### config.mk
export PLATFORM = sky130hd
export DESIGN_NAME = poly_sched
export DESIGN_NICKNAME = d
export VERILOG_FILES = /design/src/rtl/poly_sched_pkg.sv /design/src/rtl/poly_sched_shift.sv /design/src/rtl/poly_sched.sv
export SDC_FILE = /design/constraint.sdc
export NUM_CORES = 1
export LEC_CHECK = 0
export BUFFER_PORTS_ARGS = -buffer_cell sky130_fd_sc_hd__buf_4
export CELL_PAD_IN_SITES_DETAIL_PLACEMENT = 2
export CELL_PAD_IN_SITES_GLOBAL_PLACEMENT = 2
export CORE_ASPECT_RATIO = 1.1
export CORE_MARGIN = 2
export CORE_UTILIZATION = 36
export DETAILED_ROUTE_END_ITERATION = 12
export GPL_TIMING_DRIVEN = 0
export PLACE_DENSITY_LB_ADDON = 0.25
export REMOVE_ABC_BUFFERS = 1
export SLEW_MARGIN = 10
export SYNTH_ARGS = -nofsm -noshare
export SYNTH_HDL_FRONTEND = slang
export SYNTH_SLANG_ARGS = --single-unit
export TNS_END_PERCENT = 30
### constraint.sdc
create_clock -name clk -period 4.5 [get_ports clk]
set_clock_uncertainty 0.2 [all_clocks]
set_input_delay 0.675 -clock clk [delete_from_list [all_inputs] [get_ports clk]]
set_output_delay 0.675 -clock clk [all_outputs]
set_load 0.005 [all_outputs]
### src/rtl/poly_sched_pkg.sv
// Shared opcode encodings, stage-count helper and FSM state type
// for the polynomial transform scheduler.
package poly_sched_pkg;

  localparam logic [1:0] OP_NTT  = 2'd0;
  localparam logic [1:0] OP_INTT = 2'd1;
  localparam logic [1:0] OP_PWM  = 2'd2;
  localparam logic [1:0] OP_RSV  = 2'd3;

  localparam int SW = 4;

  typedef enum logic [1:0] {
    ST_IDLE,
    ST_RUN,
    ST_DRAIN,
    ST_DONE
  } state_e;

  // Index of the final stage: NTT/INTT run LOG_N-1 stages, PWM one.
  function automatic logic [SW-1:0] last_stage(
    input logic [1:0] op,
    input int         log_n
  );
    if (op == OP_PWM) return '0;
    return SW'(log_n - 2);
  endfunction

endpackage

### src/rtl/poly_sched_shift.sv
// Single-bit delay line of DEPTH cycles with synchronous flush.
// Ports: clk, rst (async high), flush_i, d_i in; q_o = d_i delayed DEPTH.
module poly_sched_shift #(
  parameter int DEPTH = 8
) (
  input  logic clk,
  input  logic rst,
  input  logic flush_i,
  input  logic d_i,
  output logic q_o
);

  logic [DEPTH-1:0] sr_q;

  generate
    if (DEPTH == 1) begin : g_one
      always_ff @(posedge clk or posedge rst) begin
        if (rst)          sr_q <= '0;
        else if (flush_i) sr_q <= '0;
        else              sr_q <= d_i;
      end
    end else begin : g_many
      always_ff @(posedge clk or posedge rst) begin
        if (rst)          sr_q <= '0;
        else if (flush_i) sr_q <= '0;
        else              sr_q <= {sr_q[DEPTH-2:0], d_i};
      end
    end
  endgenerate

  assign q_o = sr_q[DEPTH-1];

endmodule

### src/rtl/poly_sched.sv
// Stage/cycle scheduler for NTT, INTT and point-wise multiply passes.
// Ports: cmd handshake + abort in; opcode_q, i, s, ren/wen/en,
// busy, finish, err out. Bank writes trail reads by PIPE_LAT cycles.
module poly_sched
  import poly_sched_pkg::*;
#(
  parameter int LOG_N    = 8,
  parameter int P        = 4,
  parameter int PIPE_LAT = 8
) (
  input  logic                 clk,
  input  logic                 rst,
  input  logic                 cmd_valid,
  output logic                 cmd_ready,
  input  logic [1:0]           cmd_opcode,
  input  logic                 abort,
  output logic [1:0]           opcode_q,
  output logic [$clog2((1<<LOG_N)/(2*P))-1:0] i,
  output logic [SW-1:0]        s,
  output logic                 ren,
  output logic                 wen,
  output logic                 en,
  output logic                 busy,
  output logic                 finish,
  output logic                 err
);

  localparam int C  = (1 << LOG_N) / (2 * P);
  localparam int IW = $clog2(C);

  localparam logic [IW-1:0] I_LAST = IW'(C - 1);
  localparam logic [4:0]    D_LAST = 5'(PIPE_LAT - 1);

  state_e          st_q;
  logic [4:0]      dcnt_q;
  logic [SW-1:0]   s_last;

  assign s_last = last_stage(opcode_q, LOG_N);

  always_ff @(posedge clk or posedge rst) begin
    if (rst) begin
      st_q     <= ST_IDLE;
      i        <= '0;
      s        <= '0;
      dcnt_q   <= '0;
      opcode_q <= OP_NTT;
      err      <= 1'b0;
    end else begin
      err <= 1'b0;
      if (abort) begin
        st_q   <= ST_IDLE;
        i      <= '0;
        s      <= '0;
        dcnt_q <= '0;
      end else begin
        unique case (st_q)
          ST_IDLE: begin
            if (cmd_valid) begin
              if (cmd_opcode == OP_RSV) begin
                err <= 1'b1;
              end else begin
                opcode_q <= cmd_opcode;
                i        <= '0;
                s        <= '0;
                st_q     <= ST_RUN;
              end
            end
          end
          ST_RUN: begin
            if (i == I_LAST) begin
              i      <= '0;
              dcnt_q <= '0;
              st_q   <= ST_DRAIN;
            end else begin
              i <= i + 1'b1;
            end
          end
          ST_DRAIN: begin
            if (dcnt_q == D_LAST) begin
              dcnt_q <= '0;
              if (s == s_last) begin
                st_q <= ST_DONE;
              end else begin
                s    <= s + 1'b1;
                st_q <= ST_RUN;
              end
            end else begin
              dcnt_q <= dcnt_q + 1'b1;
            end
          end
          ST_DONE: begin
            s    <= '0;
            st_q <= ST_IDLE;
          end
          default: st_q <= ST_IDLE;
        endcase
      end
    end
  end

  // Abort flushes in-flight writes so nothing lands after cancel.
  poly_sched_shift #(
    .DEPTH (PIPE_LAT)
  ) u_shift (
    .clk     (clk),
    .rst     (rst),
    .flush_i (abort),
    .d_i     (ren),
    .q_o     (wen)
  );

  assign ren       = (st_q == ST_RUN);
  assign en        = ren | wen;
  assign busy      = (st_q != ST_IDLE);
  assign finish    = (st_q == ST_DONE);
  assign cmd_ready = (st_q == ST_IDLE) & ~abort;

endmodule

==> reports/results.tsv, run 1 <==
stage	metric	value	unit
worst_hold_path	worstHoldStart	u_shift.sr_q[1]	
run	cap_violations	0	
worst_hold_path	min_path_cells	1	
run_status	status	complete, no violations	
yosys	synth_cell_types	41	
clock_tree	clkSinkCount	27	
yosys	synth_edf_count	0	
clock_tree	cts_root_buf	clkbuf_4	
yosys	syn_area	0.00129	mm^2
route	finalWirelength	3040	um
sta	period_share	0.510	
clock_tree	ctsHoldBuffers	0	
floorplanning	die_height	66.7	um
power_and_ir_drop	total_power	508	uW
critical_path	critPathMaxFanout	11	
floorplanning	dieArea	0.00407	mm^2
power_and_ir_drop	p_leak	0.000749	uW
floorplanning	ioPinCount	24	
global_routing	antenna_found_initial	0	
sta	setup_ws	2.21	ns
global_routing	track_usage	0.181	
yosys	async_flop_share	1.00	
clock_tree	h-tree-depth	1	
layout	drive_gt1_frac	0.265	
critical_path	critPathCaptureType	output pin	
place	dp_slack	2.30	ns
layout	area_growth_syn_to_layout	19.1	%
sta	maxSlewViolCount	0	
route	drt_iter0_drc	18	
sta	tightest_slew	1.03	ns
worst_hold_path	hp-class	reg2reg	
place	hpwl	2270	um
yosys	ys.flop_type	dfrtp_1	
yosys	synth.area.top_cells	dfrtp_1, o21ai_1, ha_1	
layout	fillCellCount	380	
global_routing	grt_max_degree	28	
power_and_ir_drop	powerDensity	331	mW/mm^2
floorplanning	core_area	0.00339	mm^2
clock_tree	clk_latency	0.33	ns
yosys	synthCells	124	
layout	n_antenna_cell	0	
yosys	postSynthAreaPerCell	10.4	um^2
sta	grt_setup_unrepaired	false	
sta	period_needed	2.29	ns
clock_tree	cts_resized	0	
critical_path	worstPathArrival	1.42	ns
sta	max-slew-margin-rel	0.315	
clock_tree	numCtsBuffers	3	
critical_path	reg2reg_to	st_q[1]	
route	wl_per_cell	15.6	um
yosys	netlist.area_leader.share	0.525	
clock_tree	clk_pin_slew	0.16	ns
global_routing	grt_first_pass_wirelength	5530	um
critical_path	required	3.62	ns
clock_tree	postCtsSetupBuffers	0	
critical_path	cp-start-kind	register	
route	firstDrtPassIters	2	
yosys	synth_common_cells	dfrtp_1, nand2_1, o21ai_1	
route	vias_per_cell	5.17	
floorplanning	rows	22	
route	drcViolationCount	0	
layout	nets	158	
place	io_buffers	23	
power_and_ir_drop	irDropWorstVdd	200	uV
clock_tree	tritoncts	built	
layout	multiInputGateArea	578	um^2
yosys	synth_most_common_cell	dfrtp_1	
route	vias	1008	
sta	finalHoldViolations	0	
layout	regArea	676	um^2
critical_path	r2r_setup_slack	2.41	ns
sta	tns	0	ns
critical_path	r2r_cells	6	
global_routing	overflow	0	
floorplanning	start_util	0.380	
sta	setup_viol	0	
place	gp_congestion	0.677	
yosys	ys_seq_area_frac	0.525	
global_routing	grt_pass1_vias	1155	
critical_path	path_class	reg2out	
sta	fmaxAchievable	0.436	GHz
layout	fin_util	0.452	
floorplanning	die_w	61.0	um
yosys	yosys_warnings	0	
clock_tree	clockBufferDepth	2	
worst_hold_path	hold_end	u_shift.sr_q[2]	
route	drtAntennaViolNets	0	
yosys	yosys.area.top_type	dfrtp_1	
yosys	synth_seq_cells	27	
critical_path	r2r_start	i[0]	
## cell families after synthesis
group	count (synthesis)	share of synthesized area
DFF	27	0.525
and+or+nand+nor	50	0.215
muxes	1	0.00875
xor gates and xnor gates	1	0.00681
adders and majority gates	4	0.0389
AOI/OAI and AO/OA	33	0.180
buffers and inverters	8	0.0253
## flip-flops by register name, summed over array words and instances (netlist names)
| signal | count |
|---|---|
| s | 4 |
| st_q | 2 |
| u_shift.sr_q | 8 |
| i | 5 |
| dcnt_q | 5 |
| opcode_q | 2 |
| err | 1 |
## layer usage
layer / track usage / part of all wire
met5: 0 / 0
met4: 0.0380 / 0.0056
met3: 0.0408 / 0.028
met2: 0.309 / 0.53
met1: 0.232 / 0.44
## how the worst max path moves through the flow
| stage | end | cells past startpoint | slack [ns] | start |
|---|---|---|---|---|
| floorplan | st_q[1] | 6 | 2.67 | i[0] |
| global placement | cmd_ready | 3 | 2.32 | abort |
| detailed placement | cmd_ready | 3 | 2.30 | abort |
| CTS | ren | 3 | 2.17 | st_q[1] |
| global route | ren | 3 | 2.06 | st_q[1] |
| finish | ren | 3 | 2.21 | st_q[1] |
## layout by cell type, fill, tap and decap left out, drive strengths merged, types with 2 or more instances in the layout
cell,count
inv,4
a22o,3
a32o,2
nand4,2
nor2,11
and2,3
a21oi,5
clkbuf,3
nand2,13
o21ai,13
buf,23
dfrtp,27
ha,4
nand3,3
nor2b,7
nand2b,2
nor3,2
o22a,2
## layout make-up
class / count / area share
Inverter: 4 / 0.00980
Multi-Input combinational cell: 89 / 0.377
Clock inverter: 1 / 0.00490
Tap cell: 48 / 0.0392
Timing Repair Buffer: 23 / 0.113
Sequential cell: 27 / 0.441
Clock buffer: 3 / 0.0147
## per-stage QoR
stage / hold WS [ns] / instances / instance area, um^2
2_1_floorplan: 0.234 / 120 / 1270
3_3_place_gp: 0.242 / 191 / 1500
3_5_place_dp: 0.258 / 191 / 1500
4_1_cts: 0.298 / 195 / 1530
5_1_grt: 0.325 / 195 / 1530
6_report: 0.291 / 195 / 1530
## power by group
group / leakage [uW] / switching (uW) / internal [uW] / total [uW]
Sequential: 0.000368 / 22.1 / 260 / 282
Combinational: 0.000367 / 57.4 / 59.3 / 117
Clock: 0.0000139 / 75.0 / 34.0 / 109
## worst max-delay path: stages, from the launching register on
cell and delay (ns):
dfrtp_1 0.57, nand2b_1 0.28, inv_1 0.10, buf_4 0.14
(Power assumes the default switching activity.)
==> run 2: changes to the inputs <==
--- a/config.mk
+++ b/config.mk
@@ -10,7 +10,7 @@
 export CELL_PAD_IN_SITES_GLOBAL_PLACEMENT = 2
 export CORE_ASPECT_RATIO = 1.1
 export CORE_MARGIN = 2
-export CORE_UTILIZATION = 36
+export CORE_UTILIZATION = 30
 export DETAILED_ROUTE_END_ITERATION = 12
 export GPL_TIMING_DRIVEN = 0
 export PLACE_DENSITY_LB_ADDON = 0.25
==> constraint.sdc (replaced) <==
create_clock -name clk -period 1.9 [get_ports clk]
set_clock_uncertainty 0.2 [all_clocks]
set_input_delay 0.285 -clock clk [delete_from_list [all_inputs] [get_ports clk]]
set_output_delay 0.285 -clock clk [all_outputs]
set_load 0.005 [all_outputs]
==> reports/results.tsv, run 2 (synthesized netlist as in run 1, its figures left out) <==
stage	metric	value	unit	change
sta	max-slew-margin-rel	0.290		was 0.315
layout	layout_commonest_cell	dfrtp_1		unchanged
critical_path	worstPathCellList	nand2b_2 > inv_1 > buf_4		was nand2b_1 > inv_1 > buf_4
route	firstDrtPassIters	3		was 2
sta	period_share	0.957		
route	vias_per_cell	5.19		was 5.17
route	vias	1032		was 1,008
place	hpwl	2300	um	was 2270 um
critical_path	critPathMaxFanout	11		unchanged
sta	setup_viol	0		unchanged
run_status	status	complete, no violations		unchanged
layout	n_antenna_cell	0		unchanged
global_routing	busiest_layer	met2		unchanged
route	drtAntennaViolNets	0		unchanged
worst_hold_path	hp-class	in2async		was reg2reg
floorplanning	die_w	66.4	um	was 61.0 um
route	finalWirelength	3190	um	was 3040 um
sta	maxSlewViolCount	0		unchanged
clock_tree	h-tree-depth	1		unchanged
critical_path	cp-start-kind	register		unchanged
power_and_ir_drop	powerDensity	803	mW/mm^2	was 331 mW/mm^2
sta	tightest_slew	1.06	ns	was 1.03 ns
critical_path	crit_buf_inv	2		unchanged
global_routing	grt_pass1_vias	1153		was 1,155
power_and_ir_drop	total_power	1300	uW	was 508 uW
route	wl_per_cell	16.0	um	was 15.6 um
clock_tree	clk_latency	0.27	ns	was 0.33 ns
floorplanning	ioPinCount	24		unchanged
clock_tree	tritoncts	built		unchanged
power_and_ir_drop	p_leak	0.000755	uW	was 0.000749 uW
layout	drive_gt1_frac	0.320		was 0.265
clock_tree	clkSinkCount	27		unchanged
route	drt_iter0_drc	20		was 18
route	drcViolationCount	0		unchanged
place	io_buffers	23		unchanged
sta	holdWs	0.0676	ns	was 0.291 ns
layout	regArea	678	um^2	was 676 um^2
layout	reg_top3	u_shift.sr_q (8), dcnt_q (5), i (5)		unchanged
layout	nets	158		unchanged
layout	fillCellCount	452		was 380
global_routing	grt_first_pass_wirelength	5480	um	was 5530 um
sta	grt_setup_unrepaired	false		unchanged
clock_tree	clk_pin_slew	0.09	ns	was 0.16 ns
critical_path	worstPathArrival	1.33	ns	was 1.42 ns
place	gp_congestion	0.768		was 0.677
layout	final_cell_mix	dfrtp_1, buf_4, nand2_1, o21ai_1, nor2_1		unchanged
global_routing	grt_max_degree	28		unchanged
floorplanning	die_height	72.7	um	was 66.7 um
floorplanning	start_util	0.317		was 0.380
critical_path	cpPeakStageDelay	0.48	ns	was 0.57 ns
global_routing	track_usage	0.147		was 0.181
layout	multiInputGateArea	642	um^2	was 578 um^2
power_and_ir_drop	irDropWorstVdd	291	uV	was 200 uV
global_routing	overflow	0		unchanged
clock_tree	cts_root_buf	clkbuf_8		was clkbuf_4
critical_path	required	1.41	ns	was 3.62 ns
floorplanning	dieArea	0.00483	mm^2	was 0.00407 mm^2
critical_path	crit_family	flip-flops		unchanged
run	cap_violations	0		unchanged
critical_path	critPathCaptureType	output pin		unchanged
sta	finalHoldViolations	0		unchanged
floorplanning	core_area	0.00405	mm^2	was 0.00339 mm^2
clock_tree	numCtsBuffers	3		unchanged
layout	area_growth_syn_to_layout	25.8	%	was 19.1%
critical_path	crit_slowest_cell	dfrtp_2		was dfrtp_1
global_routing	antenna_found_initial	0		unchanged
layout	largest_reg_flops	8		unchanged
floorplanning	rows	24		was 22
clock_tree	clockBufferDepth	2		unchanged
clock_tree	ctsHoldBuffers	0		unchanged
global_routing	grt_use_met3	0.0185		was 0.0408
sta	period_needed	1.82	ns	
layout	regMostFlops	u_shift.sr_q		unchanged
global_routing	grt_util_met1	0.182		was 0.232
sta	fmaxAchievable	0.550	GHz	
critical_path	path_class	reg2out		unchanged
global_routing	use_met2	0.266		was 0.309
run 2: changes by cell type in the layout (fill, tap and decap cells not counted), moves of 2 or more:
| cell | previous run | this run |
|---|---|---|
| clkbuf_4 | 3 | 0 |
| ha_2 | 0 | 3 |
| dfrtp_2 | 0 | 2 |
| clkbuf_8 | 0 | 3 |
| dfrtp_1 | 27 | 25 |
| a21oi_4 | 0 | 2 |
| ha_1 | 4 | 1 |
run 2: worst paths after layout:
| check | from | to | slack, ns | depth (start not counted) |
|---|---|---|---|---|
| min in group clk | cmd_opcode[1] | err | 0.07 | 3 |
| min | rst | dcnt_q[3] | 0.07 | 2 |
| max reg2reg | s[2] | s[2] | 0.09 | 5 |
| min reg2reg | u_shift.sr_q[1] | u_shift.sr_q[2] | 0.28 | 1 |
| max | st_q[1] | ren | 0.08 | 3 |
| max in group asynchronous | rst | st_q[0] | 0.71 | 2 |
run 2: timing repair:
action	4_1_cts	5_1_grt
hold endpoints to repair	0	0
endpoints found under the setup margin	7	15
buffers inserted	0	0
resized for setup	1	13
pin swaps	0	1
run 2: final cells by class:
cell class                      count  share of cell area
Multi-Input combinational cell     89               0.397
Clock buffer                        4              0.0278
Inverter                            4             0.00928
Timing Repair Buffer               23               0.107
Tap cell                           52              0.0402
Sequential cell                    27               0.419
run 2: power by group:
group          total, uW  internal [uW]  switching, uW  leakage, uW
Combinational        300            152            148     0.000366
Clock                327            150            177    0.0000228
Sequential           672            617           55.5     0.000365
run 2: through the flow:
stage	cells	setup TNS (ns)	instance area [um^2]	util	worst slack [ns]
5_1_grt	199	0	1620	0.399	0.00724
4_1_cts	199	-0.155	1560	0.384	-0.0422
3_3_place_gp	195	-0.346	1510	0.372	-0.135
6_report	199	0	1620	0.399	0.0821
2_1_floorplan	120	0	1270	-	0.0671
3_5_place_dp	195	-0.458	1510	0.372	-0.153
run 2: per-layer routing:
metal | routed length (um) | share of wire | vias up
li1 | - | - | 482
met1 | 1380 | 0.43 | 539
met2 | 1740 | 0.54 | 9
met3 | 48 | 0.015 | 2
met4 | 19 | 0.0060 | 0
met5 | 0 | 0 | -
